`config.mk`:
```
export PLATFORM = sky130hd
export DESIGN_NAME = gt_drp_arbiter
export DESIGN_NICKNAME = d
export VERILOG_FILES = /design/src/rtl/gt_drp_pkg.sv /design/src/rtl/gt_drp_rr_arb.sv /design/src/rtl/gt_drp_arbiter.sv
export SDC_FILE = /design/constraint.sdc
export NUM_CORES = 1
export LEC_CHECK = 0
export ABC_CLOCK_PERIOD_IN_PS = 3400
export CORE_ASPECT_RATIO = 1.1
export CORE_MARGIN = 2
export CORE_UTILIZATION = 30
export CTS_CLUSTER_SIZE = 25
export DETAILED_ROUTE_END_ITERATION = 8
export GPL_TIMING_DRIVEN = 0
export SLEW_MARGIN = 40
export SYNTH_ARGS = -nofsm -noshare
export SYNTH_HDL_FRONTEND = slang
export SYNTH_SLANG_ARGS = --single-unit
```
`constraint.sdc`:
```
create_clock -name clock -period 3.4 [get_ports clock]
set_input_delay 0.51 -clock clock [delete_from_list [all_inputs] [get_ports clock]]
set_output_delay 0.51 -clock clock [all_outputs]
set_load 0.005 [all_outputs]
```
`src/rtl/gt_drp_pkg.sv`:
```
`default_nettype none
// +--------------------------------------------------------------------------+
// | gt_drp_pkg : shared constants for the GT DRP arbiter                     |
// | Rev 1.0                                                                  |
// +--------------------------------------------------------------------------+
package gt_drp_pkg;

    localparam int DRP_AW = 9;
    localparam int DRP_DW = 16;

    localparam logic [DRP_DW-1:0] MASK_ALL = 16'hFFFF;

    localparam logic [2:0] ST_IDLE     = 3'd0;
    localparam logic [2:0] ST_RD_ISSUE = 3'd1;
    localparam logic [2:0] ST_RD_WAIT  = 3'd2;
    localparam logic [2:0] ST_WR_ISSUE = 3'd3;
    localparam logic [2:0] ST_WR_WAIT  = 3'd4;
    localparam logic [2:0] ST_DONE     = 3'd5;

    // Masked bits come from the new data, the rest from the value read back.
    function automatic logic [DRP_DW-1:0] rmw_merge(
        input logic [DRP_DW-1:0] data,
        input logic [DRP_DW-1:0] mask,
        input logic [DRP_DW-1:0] old
    );
        return (data & mask) | (old & ~mask);
    endfunction

endpackage
`default_nettype wire

```
`src/rtl/gt_drp_rr_arb.sv`:
```
`default_nettype none
// +--------------------------------------------------------------------------+
// | gt_drp_rr_arb : combinational round-robin grant, search starts at ptr    |
// | Rev 1.0                                                                  |
// +--------------------------------------------------------------------------+
module gt_drp_rr_arb #(
    parameter int NREQ  = 4,
    parameter int PTR_W = $clog2(NREQ)
) (
    input  logic [NREQ-1:0]  req,
    input  logic [PTR_W-1:0] ptr,
    output logic [NREQ-1:0]  grant,
    output logic             valid
);

    logic [NREQ-1:0] w_hi_mask;
    logic [NREQ-1:0] w_masked;
    logic [NREQ-1:0] w_pick;

    for (genvar i = 0; i < NREQ; i++) begin : g_mask
        assign w_hi_mask[i] = (PTR_W'(i) >= ptr);
    end

    // Requests at or above the pointer win; otherwise wrap to the lowest one.
    assign w_masked = req & w_hi_mask;
    assign w_pick   = (|w_masked) ? w_masked : req;
    assign grant    = w_pick & (-w_pick);
    assign valid    = |req;

endmodule
`default_nettype wire

```
`src/rtl/gt_drp_arbiter.sv`:
```
`default_nettype none
// +--------------------------------------------------------------------------+
// | gt_drp_arbiter : round-robin sharing of one GT DRP port (rd/wr/RMW)      |
// | Rev 1.0                                                                  |
// +--------------------------------------------------------------------------+
module gt_drp_arbiter
    import gt_drp_pkg::*;
#(
    parameter int NREQ    = 4,
    parameter int TIMEOUT = 64
) (
    input  logic                     clock,
    input  logic                     reset,
    input  logic [NREQ-1:0]          req_valid,
    input  logic [NREQ-1:0]          req_we,
    input  logic [NREQ*DRP_AW-1:0]   req_address,
    input  logic [NREQ*DRP_DW-1:0]   req_data,
    input  logic [NREQ*DRP_DW-1:0]   req_mask,
    output logic [NREQ-1:0]          ack,
    output logic [DRP_DW-1:0]        rdata,
    output logic                     error,
    output logic                     busy,
    output logic [DRP_AW-1:0]        drp_address,
    output logic                     drp_en,
    output logic                     drp_we,
    output logic [DRP_DW-1:0]        drp_di,
    input  logic [DRP_DW-1:0]        drp_do,
    input  logic                     drp_ready
);

    localparam int PTR_W = $clog2(NREQ);
    localparam int CNT_W = $clog2(TIMEOUT);

    logic [2:0]        r_state;
    logic [PTR_W-1:0]  r_ptr;
    logic [NREQ-1:0]   r_grant;
    logic              r_rmw;
    logic [DRP_DW-1:0] r_data;
    logic [DRP_DW-1:0] r_mask;
    logic [CNT_W-1:0]  r_cnt;

    logic [NREQ-1:0]   w_grant;
    logic              w_valid;
    logic [PTR_W-1:0]  w_sel_idx;
    logic [PTR_W-1:0]  w_next_ptr;
    logic              w_sel_we;
    logic [DRP_AW-1:0] w_sel_addr;
    logic [DRP_DW-1:0] w_sel_data;
    logic [DRP_DW-1:0] w_sel_mask;
    logic              w_timeout;

    gt_drp_rr_arb #(
        .NREQ  (NREQ),
        .PTR_W (PTR_W)
    ) u_rr_arb (
        .req   (req_valid),
        .ptr   (r_ptr),
        .grant (w_grant),
        .valid (w_valid)
    );

    always_comb begin
        w_sel_idx  = '0;
        w_sel_we   = 1'b0;
        w_sel_addr = '0;
        w_sel_data = '0;
        w_sel_mask = '0;
        for (int i = 0; i < NREQ; i++) begin
            if (w_grant[i]) begin
                w_sel_idx  = PTR_W'(i);
                w_sel_we   = req_we[i];
                w_sel_addr = req_address[i*DRP_AW +: DRP_AW];
                w_sel_data = req_data[i*DRP_DW +: DRP_DW];
                w_sel_mask = req_mask[i*DRP_DW +: DRP_DW];
            end
        end
    end

    assign w_next_ptr = (w_sel_idx == PTR_W'(NREQ - 1)) ? '0 : w_sel_idx + PTR_W'(1);
    assign w_timeout  = (r_cnt == CNT_W'(TIMEOUT - 1));

    always_ff @(posedge clock or posedge reset) begin
        if (reset) begin
            r_state     <= ST_IDLE;
            r_ptr       <= '0;
            r_grant     <= '0;
            r_rmw       <= 1'b0;
            r_data      <= '0;
            r_mask      <= '0;
            r_cnt       <= '0;
            ack         <= '0;
            rdata       <= '0;
            error       <= 1'b0;
            busy        <= 1'b0;
            drp_address <= '0;
            drp_en      <= 1'b0;
            drp_we      <= 1'b0;
            drp_di      <= '0;
        end else begin
            ack <= '0;
            case (r_state)
                ST_IDLE: begin
                    if (w_valid) begin
                        r_grant     <= w_grant;
                        r_ptr       <= w_next_ptr;
                        r_rmw       <= w_sel_we && (w_sel_mask != MASK_ALL);
                        r_data      <= w_sel_data;
                        r_mask      <= w_sel_mask;
                        r_cnt       <= '0;
                        drp_address <= w_sel_addr;
                        rdata       <= '0;
                        error       <= 1'b0;
                        busy        <= 1'b1;
                        drp_en      <= 1'b1;
                        if (w_sel_we && (w_sel_mask == MASK_ALL)) begin
                            drp_we  <= 1'b1;
                            drp_di  <= w_sel_data;
                            r_state <= ST_WR_ISSUE;
                        end else begin
                            drp_we  <= 1'b0;
                            r_state <= ST_RD_ISSUE;
                        end
                    end
                end
                ST_RD_ISSUE: begin
                    drp_en  <= 1'b0;
                    drp_we  <= 1'b0;
                    r_cnt   <= '0;
                    r_state <= ST_RD_WAIT;
                end
                ST_RD_WAIT: begin
                    if (drp_ready) begin
                        rdata <= drp_do;
                        if (r_rmw) begin
                            drp_di  <= rmw_merge(r_data, r_mask, drp_do);
                            drp_en  <= 1'b1;
                            drp_we  <= 1'b1;
                            r_state <= ST_WR_ISSUE;
                        end else begin
                            ack     <= r_grant;
                            r_state <= ST_DONE;
                        end
                    end else if (w_timeout) begin
                        // A timed-out RMW read never issues its write.
                        rdata   <= '0;
                        error   <= 1'b1;
                        ack     <= r_grant;
                        r_state <= ST_DONE;
                    end else begin
                        r_cnt <= r_cnt + CNT_W'(1);
                    end
                end
                ST_WR_ISSUE: begin
                    drp_en  <= 1'b0;
                    drp_we  <= 1'b0;
                    r_cnt   <= '0;
                    r_state <= ST_WR_WAIT;
                end
                ST_WR_WAIT: begin
                    if (drp_ready) begin
                        ack     <= r_grant;
                        r_state <= ST_DONE;
                    end else if (w_timeout) begin
                        rdata   <= '0;
                        error   <= 1'b1;
                        ack     <= r_grant;
                        r_state <= ST_DONE;
                    end else begin
                        r_cnt <= r_cnt + CNT_W'(1);
                    end
                end
                ST_DONE: begin
                    error   <= 1'b0;
                    busy    <= 1'b0;
                    r_state <= ST_IDLE;
                end
                default: begin
                    drp_en  <= 1'b0;
                    drp_we  <= 1'b0;
                    busy    <= 1'b0;
                    r_state <= ST_IDLE;
                end
            endcase
        end
    end

endmodule
`default_nettype wire

```
---- After elaboration in Yosys (flattened, before gate mapping) ----
Index checks and enable logic that the tools add are counted.
cells by class
  $add $sub $neg .......................... 3
  multiply operators ...................... 0
  divide/modulo/power cells ............... 0
  magnitude comparators ................... 4
  equal/unequal tests ..................... 17
  shift-type cells ........................ 0
  multiplexer cells ....................... 59
  bitwise logic cells ..................... 8
  reduce and logical (&&, ||, !) cells .... 20
operators by type and width
  cell                                                            number
  16-bit 2-to-1 mux                                               16
  16-bit one-hot mux with 3 select lines                          1
  9-bit 2-to-1 mux                                                4
  16-bit bitwise AND                                              2
  16-bit one-hot mux with 2 select lines                          1
  4-bit 2-to-1 mux                                                5
  6-bit 2-to-1 mux                                                3
  6-bit one-hot mux with 3 select lines                           1
  16-bit equality test (second input constant)                    1
  16-bit inequality test (second input constant)                  1
  16-bit inverter                                                 1
  16-bit bitwise OR                                               1
  3-bit 2-to-1 mux                                                5
  3-bit one-hot mux with 5 select lines                           1
  1-bit 2-to-1 mux                                                13
  2-bit inequality test (second input constant)                   6
  4-bit AND reduction                                             3
  4-bit OR reduction                                              3
  1-bit one-hot mux with 3 select lines                           3
  3-bit nonzero test                                              3
  4-bit bitwise AND                                               2
  2-bit 2-to-1 mux                                                4
  4-bit one-hot mux with 2 select lines                           1
  6-bit by 1-bit adder with 6-bit output (second input constant)  1
  other kinds (19)                                                29
word-level totals
  register bits ........................... 97
  bits in latches ......................... 0
  RAM bits ................................ 0
  memory bits (read-only) ................. 0
  input bits .............................. 191
  output and inout bits ................... 49
  logic and storage cells ................. 126
  memories kept ........................... 0

---- Depth between registers and ports, before layout ----
  depth after elaboration ................. 15
  mapped depth ............................ 12
  mapped depth without buffers ............ 8

---- Hierarchy ----
From an unflattened synthesis, not the netlist that was laid out.
second synthesis, totals
  cell total of the unflattened synthesis .. 676
  area, all modules ....................... 5851.9 µm²
modules (own cells, without submodules)
  module          instances  cells an instance  area each (µm²)  seq. area each (µm²)
  gt_drp_arbiter  1          658                5738.0           2427.3
  gt_drp_rr_arb   1          18                 113.9            0.0

---- Worst setup path before layout ----
OpenSTA, ideal clock, no wires.
  kind .................................... input -> register
  start point ............................. input req_valid[1]
  end point ............................... register drp_di[0]
  library setup time ...................... 0.137 ns
  arrival ................................. 2.565 ns
  required time ........................... 3.263 ns
  setup slack ............................. 0.698 ns
  cell stages on the path ................. 11
  buffers on the path ..................... 3
  cells stage by stage .................... buf_6 > a2bb2oi_1 > o32ai_4 > buf_6 > a22oi_2 > a211oi_2 > o2111ai_1 > nor4_4 > nand2_4 > buf_6 > mux2i_1
on the way
  longest elaborated chain between the ends .. 13
  elaborated cells between the ends (all ways) .. 26
  those cells by class .................... add/sub: 1; eq/ne: 3; mux: 16; bitwise: 2; reduce/logical: 4
ends and longest elaborated chain
  item                             line                   RTL
  start, declared                  gt_drp_arbiter.sv:14   input logic [NREQ-1:0] req_valid,
  4-bit bitwise AND                gt_drp_rr_arb.sv:25    assign w_masked = req & w_hi_mask;
  4-bit OR reduction               gt_drp_rr_arb.sv:26    assign w_pick = (|w_masked) ? w_masked : req;
  4-bit 2-to-1 mux                 gt_drp_rr_arb.sv:26
  4-bit negation                   gt_drp_rr_arb.sv:27    assign grant = w_pick & (-w_pick);
  4-bit bitwise AND                gt_drp_rr_arb.sv:27
  16-bit 2-to-1 mux (4 in series)  gt_drp_arbiter.sv:69   if (w_grant[i]) begin
  16-bit equality test             gt_drp_arbiter.sv:115  if (w_sel_we && (w_sel_mask == MASK_ALL)) begin
  1-bit logical AND                gt_drp_arbiter.sv:115
  2-bit inequality test (no line)  --
  5-bit AND reduction (no line)    --
  end signal, assigned             gt_drp_arbiter.sv:117  drp_di <= w_sel_data;
  end signal, assigned             gt_drp_arbiter.sv:135  drp_di <= rmw_merge(r_data, r_mask, drp_do);
  end, declared                    gt_drp_arbiter.sv:26   output logic [DRP_DW-1:0] drp_di,
Several ways; a longest one is shown, not always the timed one. The select of a mux whose other input is x is not followed.
A chain may end at the register's enable or synchronous reset.

---- Final worst setup path ----
  start point ............................. register r_ptr[1]
  end point ............................... register drp_di[4]
on the way
  longest elaborated chain between the ends .. 14
  elaborated cells between the ends (all ways) .. 28
  those cells by class .................... add/sub: 1; order compare: 4; eq/ne: 2; mux: 16; bitwise: 2; reduce/logical: 3
ends and longest elaborated chain
  item                                                                                          line                   RTL
  start, declared                                                                               gt_drp_arbiter.sv:35   logic [PTR_W-1:0] r_ptr;
  start signal, assigned                                                                        gt_drp_arbiter.sv:105  r_ptr <= w_next_ptr;
  1-bit by 2-bit >= comparator with 1-bit output / 2-bit >= comparator (equally long branches)  gt_drp_rr_arb.sv:21    assign w_hi_mask[i] = (PTR_W'(i) >= ptr);
  4-bit bitwise AND (*)                                                                         gt_drp_rr_arb.sv:25
  4-bit OR reduction                                                                            gt_drp_rr_arb.sv:26
  4-bit 2-to-1 mux (*)                                                                          gt_drp_rr_arb.sv:26
  4-bit negation                                                                                gt_drp_rr_arb.sv:27
  4-bit bitwise AND (*)                                                                         gt_drp_rr_arb.sv:27
  16-bit 2-to-1 mux (4 in series)                                                               gt_drp_arbiter.sv:69
  16-bit equality test                                                                          gt_drp_arbiter.sv:115
  1-bit logical AND                                                                             gt_drp_arbiter.sv:115
  2-bit inequality test (no line)                                                               --
  5-bit AND reduction (no line)                                                                 --
Mark *: on every way between the ends. The rest lies on a longest branch, timed or not. The select of a mux whose other input is x is not followed.

==> impl_results.md <==
* Status: finished clean
* Fmax at 336 MHz
* TritonCTS Buffers at 9
* Syn nets at 755
* #FFs+latches synth at 97
* Worst Clk Skew at 0.00877 ns
* RSZ-0062 raised after global routing: false
* Routed WL at between 20000 and 25000 um
* # port buffers at around 240
* Hold_buf cts at 0
* Crit-path max cell delay at 0.39 ns
* Power Density at 732 mW/mm^2
* Main combinational cell family by area after synthesis: compound AO/OA/AOI/OAI gates
* Final GP Congestion at roughly 0.86
* Vias at 5677
* Power Total at 6.17 mW
* Post-synth cell types at 60
* Htree depth at 3
* Die H at between 100 and 150 um
* Avg Cell Area, Syn at 9.49 um^2
* Synthesized-area fraction occupied by adder cells at less than 1%
* Period utilization at 87.6%
* Final setup viols at 0
* Critical-path top delay cell: nor4_4
* Fraction of layout cells with a size suffix above 1 at approximately 7%
* DRC errors left at 0
* Worst Hold Launch: r_grant[3]
* Leak at 3.56 nW
* Core Area at 0.0175 mm^2
* Reg2reg setup slack at 0.42 ns
* Simple-gate share of the synthesized area at about 14%
* Final min period at about 3.0 ns
* Final Net Count at 1006
* Clock sink count at 97
* Initial antenna violation count at 1
* Internal power at 3.68 mW
* Reg-to-reg critical path startpoint: r_ptr[1]
* Yosys synthesis warning count at 0
* MaxCap Viol Count at 0
* Multi-input gate area at 0.00275 mm^2
* Crit Path Class: register to register
* Routed Antenna Nets at 0
* Filler cell count at about 1600
* CTS root buf: clkbuf_16
* CP Cell Sequence: buf_2, a21oi_1, o211a_1, buf_2, buf_6, a22oi_1, a211oi_4, nand3_1, nor4_4, nand2_4, buf_6, mux2i_1
* WHS Endpoint: r_grant[3]
* Synthesis-to-finish area growth at 57.8%
* Final non-filler cell total at 1058
* Met1 Usage GRT at 27.9%
* Commonest non-fill, non-tap cell in the layout: clkdlybuf4s50_1
* Post-synthesis sequential area ratio at 45.4%
* Commonest non-fill, non-tap cells in the layout: clkdlybuf4s50_1, dfrtp_1, nand2_1
* Hpwl dp at 17000 um
* Via density at 5.37
* Reg2Reg Depth at 12
* Number of global-route vias before repair at 5820
* First-pass GRT wire length at 33100 um
* Grt total ovfl at 0
* Power share of the clock group at ~16%
* Sw Share at 40.4%
* Synthesized area at 0.00534 mm^2
* Hold crit path type: register to register
* Worst R2R End: drp_di[4]
* PnR worst setup slack at 0.421 ns
* Critical Path End Type: register
* Startpoint types: register
* Post-synthesis mux area share at 8.27%
* DR WL/cell at roughly 20 um
* Relative slew margins at 44.2%
* Initial drt markers at roughly 400
* Min-Delay Path Depth at 2
* Reg clk slew, reported paths at 0.07 ns
* Worst Max-Slew Pin Slew at 0.830 ns
* Tot GR Track Use at 22.6%
* Top_reg_cell synth: dfrtp_1
* Pre-Repair DR Iteration Count at 7
* TritonCTS clock tree: yes
* Endpoint required time on the critical path at roughly 3.6 ns
* Synth Area in Compound Gates at 27.0%
* Skew-Pair Late Insertion Delay at 0.35 ns
* Place WS at -0.562 ns
* Post-synthesis xor/xnor area fraction at 0.656%
* Placed cells at 1039
* Psw at approximately 2.5 mW
* GR peak layer: met2
* EDFF count, synth at 0
* Async S/R FF share, synth at between 90% and 100%
* Worst EP arrival at about 3.2 ns
* Initial Util at 30.5%
* Ports at between 200 and 250
* Sequential fraction of design power at 32.0%
* Row cnt at 51
* GR Util met2 at 39.1%
* Clock Path Buffers at 2
* Die area at 0.0189 mm^2
* Final slew viol count at 0
* Grt met3 use at 4.49%
* Syn Inst Count at ~560
* CP Buf/Inv Count at 4
* Largest net degree at the start of global routing at 70
* Combined flip-flop and latch cell area at 0.00243 mm^2
* Worst ir drop on vdd at 283 uV
* Final Hold Vio Count at 0
* CP max FO at 10
* Die width at about 130 um
* CP delay by family, top: buffers and inverters
* Gate power share at between 50% and 60%
==> flip-flops by register name, summed over array words and instances, names as in the netlist <==
register     flops
r_grant          4
error            1
r_cnt            6
r_state          3
drp_di          16
r_rmw            1
r_data          16
busy             1
drp_address      9
r_mask          16
ack              4
drp_we           1
rdata           16
drp_en           1
r_ptr            2
==> power groups by stage <==
stage,clock network (mW),registers [mW],logic [mW]
2_1_floorplan,0,1.92,1.73
5_1_grt,1.06,2.03,3.50
3_3_place_gp,0,1.98,3.08
4_1_cts,1.00,1.98,3.18
6_report,0.986,1.97,3.21
3_5_place_dp,0,1.99,3.13
==> worst max-delay path by stage <==
| stage | cells past startpoint | slack (ns) | end | start |
|---|---|---|---|---|
| 5_1_grt | 12 | 0.23 | drp_di[0] | r_ptr[1] |
| 2_1_floorplan | 1 | 0.36 | ack[0] | reset |
| 4_1_cts | 12 | 0.004 | drp_di[6] | req_valid[0] |
| 3_5_place_dp | 9 | -0.56 | drp_address[8] | req_valid[3] |
| 3_3_place_gp | 2 | -1.08 | drp_address[1] | reset |
| 6_report | 12 | 0.42 | drp_di[4] | r_ptr[1] |
==> routing by layer <==
layer | up-vias | part of all wire (%)
met1 | 2739 | 40
met3 | 37 | 7.2
met5 | - | 0
met4 | 0 | 3.1
met2 | 268 | 49
li1 | 2633 | -
==> kinds of logic (layout without fill, tap and decap cells) <==
family / Yosys count / count (layout)
compound gates: 199 / 199
simple gates: 166 / 166
flops: 97 / 97
buf+inv: 53 / 309
mux: 43 / 43
xor+xnor: 4 / 4
fa+ha+maj: 1 / 1
other cells: 0 / 1
==> worst reg2reg max path: stages (launching register included) <==
cell and delay, ns:
dfrtp_1 0.38, buf_2 0.19, a21oi_1 0.14, o211a_1 0.14
buf_2 0.25, buf_6 0.22, a22oi_1 0.12, a211oi_4 0.31
nand3_1 0.18, nor4_4 0.39, nand2_4 0.20, buf_6 0.21
mux2i_1 0.13
==> stage by stage <==
| step | TNS [ns] | cell area (um^2) | hold WS (ns) | utilization (%) |
|---|---|---|---|---|
| 2_1_floorplan | 0 | 5340 | 0.438 | - |
| 3_3_place_gp | -120.69 | 8010 | 0.462 | 45.7 |
| 3_5_place_dp | -15.97 | 8060 | 0.465 | 45.9 |
| 4_1_cts | 0 | 8370 | 0.481 | 47.7 |
| 5_1_grt | 0 | 8430 | 0.509 | 48.1 |
| 6_report | 0 | 8430 | 0.476 | 48.1 |
==> area by class of cell <==
class                      instances  share of cell area (%)
antenna                            1                  0.0297
buffer                            43                    2.43
clock buffer                      11                    2.88
clock inverter                     5                   0.460
inverter                           9                   0.490
multi-input combinational        413                    32.6
sequential                        97                    28.8
tap                              238                    3.53
timing repair buffer             241                    28.8
==> repair_timing <==
item	4_1_cts	5_1_grt
pin swaps	2	2
gates resized for setup	8	16
buffers inserted	2	1
endpoints found under the setup margin	24	21
==> cell usage after synthesis (all sizes together) (8+ instances only) <==
cell    instances  area share (%)
inv             9            0.63
dfrtp          97              45
mux2            9             1.9
a22o           25             4.1
a222oi         20             3.7
nor3            8            0.75
a211oi         13             2.0
a31oi          13             1.5
mux2i          34             6.4
nor2           53             3.7
a21oi          39             3.7
clkbuf         34             2.4
o21ai          36             3.4
a22oi          10             1.6
nand2          65             4.7
buf            10             1.3
No activity file was read; power rests on OpenSTA's default activity.
